## src/rtl/muldiv_seq.sv

```systemverilog
// muldiv_seq: iterative unsigned multiplier / divider.
// One multiplier bit (shift-add) or one quotient bit (restoring division)
// is resolved per clock, so every operation takes exactly WIDTH iterations
// regardless of operand values, including a zero divisor.
module muldiv_seq #(
    parameter int WIDTH = 32
) (
    input  logic             clk,
    input  logic             rst,
    input  logic             start,
    input  logic [1:0]       op,
    input  logic [WIDTH-1:0] srcA,
    input  logic [WIDTH-1:0] srcB,
    input  logic             flush,
    output logic             busy,
    output logic             done,
    output logic [WIDTH-1:0] result
);

    localparam int CW = $clog2(WIDTH) + 1;

    typedef enum logic [1:0] {
        IDLE = 2'd0,
        BUSY = 2'd1,
        DONE = 2'd2
    } state_t;

    state_t           state_q, state_d;
    logic [CW-1:0]    cnt_q, cnt_d;
    logic [1:0]       op_q, op_d;
    // hi_q: upper product half (multiply) or partial remainder (divide).
    // lo_q: multiplier being shifted out (multiply) or dividend shifting
    //       out while quotient bits shift in (divide).
    // opnd_q: multiplicand (multiply) or divisor (divide).
    logic [WIDTH:0]   hi_q, hi_d;
    logic [WIDTH-1:0] lo_q, lo_d;
    logic [WIDTH-1:0] opnd_q, opnd_d;
    logic [WIDTH-1:0] result_q, result_d;

    logic [WIDTH:0]   mul_sum;
    logic [WIDTH:0]   div_shift;
    logic [WIDTH:0]   div_diff;
    logic             div_ge;
    logic [WIDTH:0]   step_hi;
    logic [WIDTH-1:0] step_lo;
    logic             last_iter;

    assign last_iter = (cnt_q == CW'(WIDTH - 1));

    // One iteration of shift-add multiply or restoring divide.
    always_comb begin
        mul_sum   = hi_q + {1'b0, (lo_q[0] ? opnd_q : {WIDTH{1'b0}})};
        div_shift = {hi_q[WIDTH-1:0], lo_q[WIDTH-1]};
        div_diff  = div_shift - {1'b0, opnd_q};
        div_ge    = (div_shift >= {1'b0, opnd_q});
        if (op_q[1] == 1'b0) begin
            // Product {hi,lo} shifts right; the sum's LSB enters lo's MSB.
            step_hi = {1'b0, mul_sum[WIDTH:1]};
            step_lo = {mul_sum[0], lo_q[WIDTH-1:1]};
        end else begin
            // A zero divisor always "fits", giving all-ones quotient and
            // leaving the dividend as remainder without special casing.
            step_hi = div_ge ? div_diff : div_shift;
            step_lo = {lo_q[WIDTH-2:0], div_ge};
        end
    end

    // Next-state and datapath update for IDLE / BUSY / DONE.
    always_comb begin
        state_d  = state_q;
        cnt_d    = cnt_q;
        op_d     = op_q;
        hi_d     = hi_q;
        lo_d     = lo_q;
        opnd_d   = opnd_q;
        result_d = result_q;
        case (state_q)
            IDLE: begin
                if (start) begin
                    state_d = BUSY;
                    cnt_d   = '0;
                    op_d    = op;
                    hi_d    = '0;
                    if (op[1] == 1'b0) begin
                        opnd_d = srcA;
                        lo_d   = srcB;
                    end else begin
                        opnd_d = srcB;
                        lo_d   = srcA;
                    end
                end
            end
            BUSY: begin
                if (flush) begin
                    state_d = IDLE;
                end else begin
                    cnt_d = cnt_q + CW'(1);
                    hi_d  = step_hi;
                    lo_d  = step_lo;
                    if (last_iter) begin
                        state_d  = DONE;
                        // op[0] picks the upper half / remainder (hi)
                        // versus the lower half / quotient (lo).
                        result_d = op_q[0] ? step_hi[WIDTH-1:0] : step_lo;
                    end
                end
            end
            DONE: begin
                state_d = IDLE;
            end
            default: begin
                state_d = IDLE;
            end
        endcase
    end

    // State and datapath registers, cleared asynchronously by rst.
    always_ff @(posedge clk or posedge rst) begin
        if (rst) begin
            state_q  <= IDLE;
            cnt_q    <= '0;
            op_q     <= '0;
            hi_q     <= '0;
            lo_q     <= '0;
            opnd_q   <= '0;
            result_q <= '0;
        end else begin
            state_q  <= state_d;
            cnt_q    <= cnt_d;
            op_q     <= op_d;
            hi_q     <= hi_d;
            lo_q     <= lo_d;
            opnd_q   <= opnd_d;
            result_q <= result_d;
        end
    end

    assign busy   = (state_q == BUSY);
    assign done   = (state_q == DONE);
    assign result = result_q;

endmodule

```

## config.mk

```make
export PLATFORM = sky130hd
export DESIGN_NAME = muldiv_seq
export DESIGN_NICKNAME = d
export VERILOG_FILES = /design/src/rtl/muldiv_seq.sv
export SDC_FILE = /design/constraint.sdc
export NUM_CORES = 1
export LEC_CHECK = 0
export BUFFER_PORTS_ARGS = -buffer_cell sky130_fd_sc_hd__buf_4
export CORE_UTILIZATION = 40
export DETAILED_ROUTE_END_ITERATION = 8
export HOLD_SLACK_MARGIN = 0.12
export PLACE_DENSITY = 0.67
export SETUP_SLACK_MARGIN = 0.05
export SLEW_MARGIN = 5
export SYNTH_ARGS = -nofsm -noshare
export SYNTH_HDL_FRONTEND = slang
export SYNTH_SLANG_ARGS = --single-unit
```

## constraint.sdc

```tcl
create_clock -name clk -period 6.27 [get_ports clk]
set_input_delay 0.9405 -clock clk [delete_from_list [all_inputs] [get_ports clk]]
set_output_delay 0.9405 -clock clk [all_outputs]
set_load 0.02 [all_outputs]
```

# ---- Word level (Yosys, flattened, before mapping)
# Cells that the tools add are included.
# Widths: inputs -> output; s select.
dict set report totals {
  reg_bits 139
  elab_cells 44
}
dict set report op_classes {
  addsub 3
  order_cmp 1
  eq_ne 6
  mux 20
  n_bitwise 1
  reduce_logical 6
}
# cell n
set ops {}
lappend ops {{$mux 32} 7}
lappend ops {{$mux 33} 4}
lappend ops {{$pmux 33 s2} 1}
lappend ops {{$pmux 32 s2} 1}
lappend ops {{$add 33x32->33} 1}
lappend ops {{$ge 33x32->1} 1}
lappend ops {{$sub 33x32->33} 1}
lappend ops {{$mux 6} 2}
lappend ops {{$pmux 6 s2} 1}
lappend ops {{$add 6x1->6 const B} 1}
lappend ops {{$eq 6x5->1 const B} 1}
lappend ops {{$mux 2} 3}
lappend ops {{$reduce_and 3->1} 2}
lappend ops {{$ne 2x2->1 const B} 2}
lappend ops {{$pmux 2 s2} 1}
lappend ops {{$reduce_and 2->1} 2}
lappend ops {{$ne 3x2->1 const B} 1}
lappend ops {{$eq 2x1->1 const B} 1}
lappend ops {{$eq 2x2->1 const B} 1}
lappend ops {{$logic_not 2->1} 1}
lappend ops {{$reduce_bool 2->1} 1}
lappend ops {{$not 1->1} 1}

# ---- Logic depth before layout (Yosys ltp)
dict set report logic_depth {
  depth_word 5
  mapped_depth 15
  mapped_depth_nobuf 14
}

# ---- Worst setup path before layout
# Ideal clock, no wire load.
dict set report synth_timing {
  path_type {register to register}
  from {reg lo_q[31]}
  to {reg hi_q[32]}
  arrival_time_ps 2969
  slack_ps 3180
  path_stages_with_launch 14
  period_less_slack_ps 3090
  cell_sequence {dfrtp_1 inv_1 ha_1 inv_1 fa_1 a21o_1 a311oi_2 nor3_1 a221oi_1 nand3_1 a221o_1 a211oi_2 xor2_1 a32o_1}
}
dict set report synth_via {
  elab_chain_len 5
  word_cells_on_any_way 6
  cone_classes {add/sub: 1; order compare: 1; mux: 4}
}
# item line
set synth_rtl {}
lappend synth_rtl {{start, declared} 36} ;# logic [WIDTH-1:0] lo_q, lo_d;
lappend synth_rtl {{start signal, assigned} 132} ;# lo_q <= lo_d;
lappend synth_rtl {{$sub 33x32->33 / $ge 33x32->1 (equally long branches)} {54, 55}}
lappend synth_rtl {{$mux 33 (*)} 63} ;# step_hi = div_ge ? div_diff : div_shift;
lappend synth_rtl {{$mux 33 (*)} 56} ;# if (op_q[1] == 1'b0) begin
lappend synth_rtl {{$mux 33 (*)} 94} ;# if (flush) begin
lappend synth_rtl {{$pmux 33 s2 (*)} 77} ;# case (state_q)
lappend synth_rtl {{end signal, assigned} 131} ;# hi_q <= hi_d;
lappend synth_rtl {{end, declared} 35} ;# logic [WIDTH:0] hi_q, hi_d;
# Mark *: on every way between the ends. The rest lies on a longest branch, timed or not. The select of a mux whose other input is x is not followed.
# A chain may end at the register's enable or synchronous reset.

# ---- Final worst setup path
dict set report layout_timing {
  from {reg lo_q[0]}
  to {reg result_q[31], in the netlist result[31]}
}
dict set report layout_via {
  elab_chain_len 4
  word_cells_on_any_way 5
  cone_classes {add/sub: 1; mux: 4}
}
# item line
set layout_rtl {}
lappend layout_rtl {{$mux 32 (*)} 52} ;# mul_sum = hi_q + {1'b0, (lo_q[0] ? opnd_q : {WIDTH{1'b0}})};
lappend layout_rtl {{$add 33x32->33 (*)} 52}
lappend layout_rtl {{$mux 32 / $mux 33 (equally long branches)} 56}
lappend layout_rtl {{$mux 32 (*)} 104} ;# result_d = op_q[0] ? step_hi[WIDTH-1:0] : step_lo;
lappend layout_rtl {{end signal, assigned} 134} ;# result_q <= result_d;
lappend layout_rtl {{end, declared} 38} ;# logic [WIDTH-1:0] result_q, result_d;
# Mark *: on every way between the ends. The rest lies on a longest branch, timed or not.

==> metrics.md <==
| Metric | Value |
|---|---|
| IO Port Bufs | `roughly 100` |
| Global-route wire length before repair | `between 50 and 60 mm` |
| Num CTS Buffers | `17` |
| Fin crit share | `between 60% and 70%` |
| Area Growth Syn to Fin | `13.9%` |
| GRT Overall Usage | `a little under a quarter` |
| Slowest CP cell | `dfrtp_1` |
| Nets@finish | `~1500` |
| Slew Limit Headroom | `around 31%` |
| Max-slew violation count | `0` |
| Worst-Margin Slew | `~1000 ps` |
| Via count | `~10000` |
| DR iter-0 viols | `900` |
| Critical path type | `register to register` |
| Top cells by area, synth | `dfrtp_1 31%, mux2i_1 7.7%, ha_1 7.3%` |
| Clock slew at reported path FFs | `around 60 ps` |
| Synth cell count leaders | `142 x nand2_1, 139 x dfrtp_1, 120 x o21ai_0` |
| Syn_nets | `approximately 1500` |
| Fmax | `approximately 0.25 GHz` |
| Switch Pwr | `between 2 and 2.5 mW` |
| Top_reg_cell synth | `dfrtp_1` |
| Total wire length | `33.1 mm` |
| Synth async-reset ratio | `100%` |
| Setup bufs post-CTS | `0` |
| Cell Pwr Density | `approximately 420 mW/mm^2` |
| IO Count | `around 100` |
| Fin crit period | `4060 ps` |
| Antenna violations before repair | `0` |
| Synth warnings | `0` |
| Routed vias/inst | `5.89` |
| Post-synth top area cell | `dfrtp_1` |
| Arr. time, crit path | `roughly 4400 ps` |
| Number of global-route vias before repair | `a little under 10000` |
| Mapped Cells | `about 1300` |
| Seq/Total Area, Yosys | `a little under a third` |
| #FFs+latches synth | `139` |
| Max cap viols | `0` |
| CTS Hold Buffers Added | `0` |
| Post-cts resize count | `0` |
| Pint | `2.84 mW` |
| Synth cell types | `64` |
| Placed Area | `between 0.01 and 0.015 sq mm` |
| Fin util | `around 47%` |
| Die Height | `roughly 170 um` |
| Core area | `~0.027 sq mm` |
| Post-synth top area share | `a little under a third` |
| Clk_skew | `roughly 11 ps` |
| CP Capture Type | `register` |
| Most frequent cell after synthesis | `nand2_1` |
| Routed Antenna Nets | `0` |
| Die Wd | `about 170 um` |
| Worst IR Drop VDD | `0.231 mV` |
| First-pass DRT Iterations | `7` |
| CTS tree | `yes` |
| Combinational Power Share | `a little over half` |
| GRT overflow | `0` |
| RSZ-0062 raised after global routing | `false` |
| Clock network fraction of design power | `between 10% and 20%` |
| Critical Path Most Common Cell | `a21oi_1` |
| Layout Cell Area excl Fill | `0.0127 sq mm` |
| Final Hold Viols | `0` |
| Diode count | `0` |
| Startpoint types | `register` |
| Critical Path Fanout Max | `34` |
| Clk sinks | `139` |
| Slowest Stage Delay on Critical Path | `between 1000 and 1500 ps` |
| Reg power frac | `26.0%` |
| Drt wl/cell | `around 19 um` |
| Row cnt | `60` |
| Worst-skew pair later-pin latency | `430 ps` |
| Setup TNS | `0 ps` |
| EDFF count, synth | `0` |
| Drt drc | `0` |
| Initial Utilization | `approximately two fifths` |
| Outcome | `finished clean` |
| Netlist Area Pre-Place | `between 0.01 and 0.015 sq mm` |
| Final setup fails | `0` |
| Lkg Pwr | `between 6 and 7 nW` |
| Sw Ratio | `a little under half` |
| Clk root buf | `clkbuf_16` |
| Clock buffer depth | `2` |
| Hold WS | `~490 ps` |
| Full die area | `about 0.028 sq mm` |
| Post-DP HPWL | `between 20 and 25 mm` |
| Cell chain of the critical path | `and2_1, ha_1, inv_1, fa_1, nor2b_1, o31ai_1, a21oi_1, o2111ai_1, a21oi_1, a31oi_1, o21ai_1, xnor2_1, nand3_1, a22o_1` |
| Hold/Removal Path Class | `register to register` |
| Mean Syn Cell Area | `around 8.3 sq um` |
| Gpl congestion | `0.896` |
| Pin count of the biggest net entering global routing | `about 100` |
| Share of cells above drive strength 1 | `12.7%` |
| Worst EP required | `approximately 6600 ps` |
| H-tree depth | `4` |
[final cells by class]
cell class	count	area, sq um
timing repair buffer	114	856
clock buffer	18	439
fill	2657	14400
multi-input combinational	1050	7080
inverter	50	193
clock inverter	13	158
sequential	139	3480
tap	372	465
[metal layers]
layer	GRT usage (%)	routed length, um
met2	35.5	14300
met1	35.5	15800
met3	3.60	2440
met5	0	0
met4	6.28	504
[critical path: cells and delay by family (launching register included)]
kind	cells	cell delay, ps
compound gates	7	1600
fa+ha+maj	2	610
buf+inv	1	70
simple gates	3	510
flops	1	1010
xor+xnor	1	160
[registers in the layout, indices dropped and copies added (netlist names)]
register  count
lo_q         32
state_q       2
opnd_q       32
cnt_q         6
op_q          2
result       32
hi_q         33
[metrics by stage]
stage          cells  total power [mW]  setup slack [ps]
2_1_floorplan   1333              3.46              1600
3_3_place_gp    1725              4.15              2320
3_5_place_dp    1725              4.17              2250
4_1_cts         1756              5.24              2240
5_1_grt         1756              5.65              1890
6_report        1756              5.28              2210
[placed cells by master (no fill, tap or decap), types with 11 or more instances in the layout]
cell / count
a211oi_1: 47
a21o_1: 54
a21oi_1: 110
a221o_1: 14
a22o_1: 15
a31oi_1: 13
and2_1: 38
and3_1: 11
buf_4: 114
clkbuf_16: 17
dfrtp_1: 138
ha_1: 65
inv_1: 48
mux2_2: 13
mux2i_1: 86
nand2_1: 140
nand3_1: 21
nand4_1: 14
nor2_1: 65
nor2b_1: 26
nor3_1: 29
o21ai_0: 120
o21ai_1: 12
xnor2_1: 36
xor2_1: 22
[power by group through the flow]
| stage | clock network, mW | logic [mW] | registers [mW] |
|---|---|---|---|
| floorplan | 0 | 2.21 | 1.25 |
| detailed placement | 0 | 2.79 | 1.38 |
| CTS | 1.05 | 2.82 | 1.36 |
| global route | 1.09 | 3.16 | 1.40 |
| finish | 1.04 | 2.87 | 1.37 |
| global placement | 0 | 2.77 | 1.38 |
[final timing paths]
kind	from	end	slack, ps	cells past startpoint
max	lo_q[0]	result[31]	2210	14
max reg2reg	lo_q[0]	result[31]	2210	14
min	lo_q[31]	lo_q[31]	490	2
min reg2reg	lo_q[31]	lo_q[31]	490	2
max in group asynchronous	rst	result[12]	4430	3
min in group asynchronous	rst	opnd_q[28]	690	2
[kinds of logic after synthesis]
family,count (synthesis),share of synthesized area (%)
simple gates,379,16.4
mux,99,9.05
flops,139,31.3
compound gates,447,25.8
buf+inv,144,5.33
fa+ha+maj,67,7.67
xor+xnor,58,4.57
(Power assumes the default switching activity.)
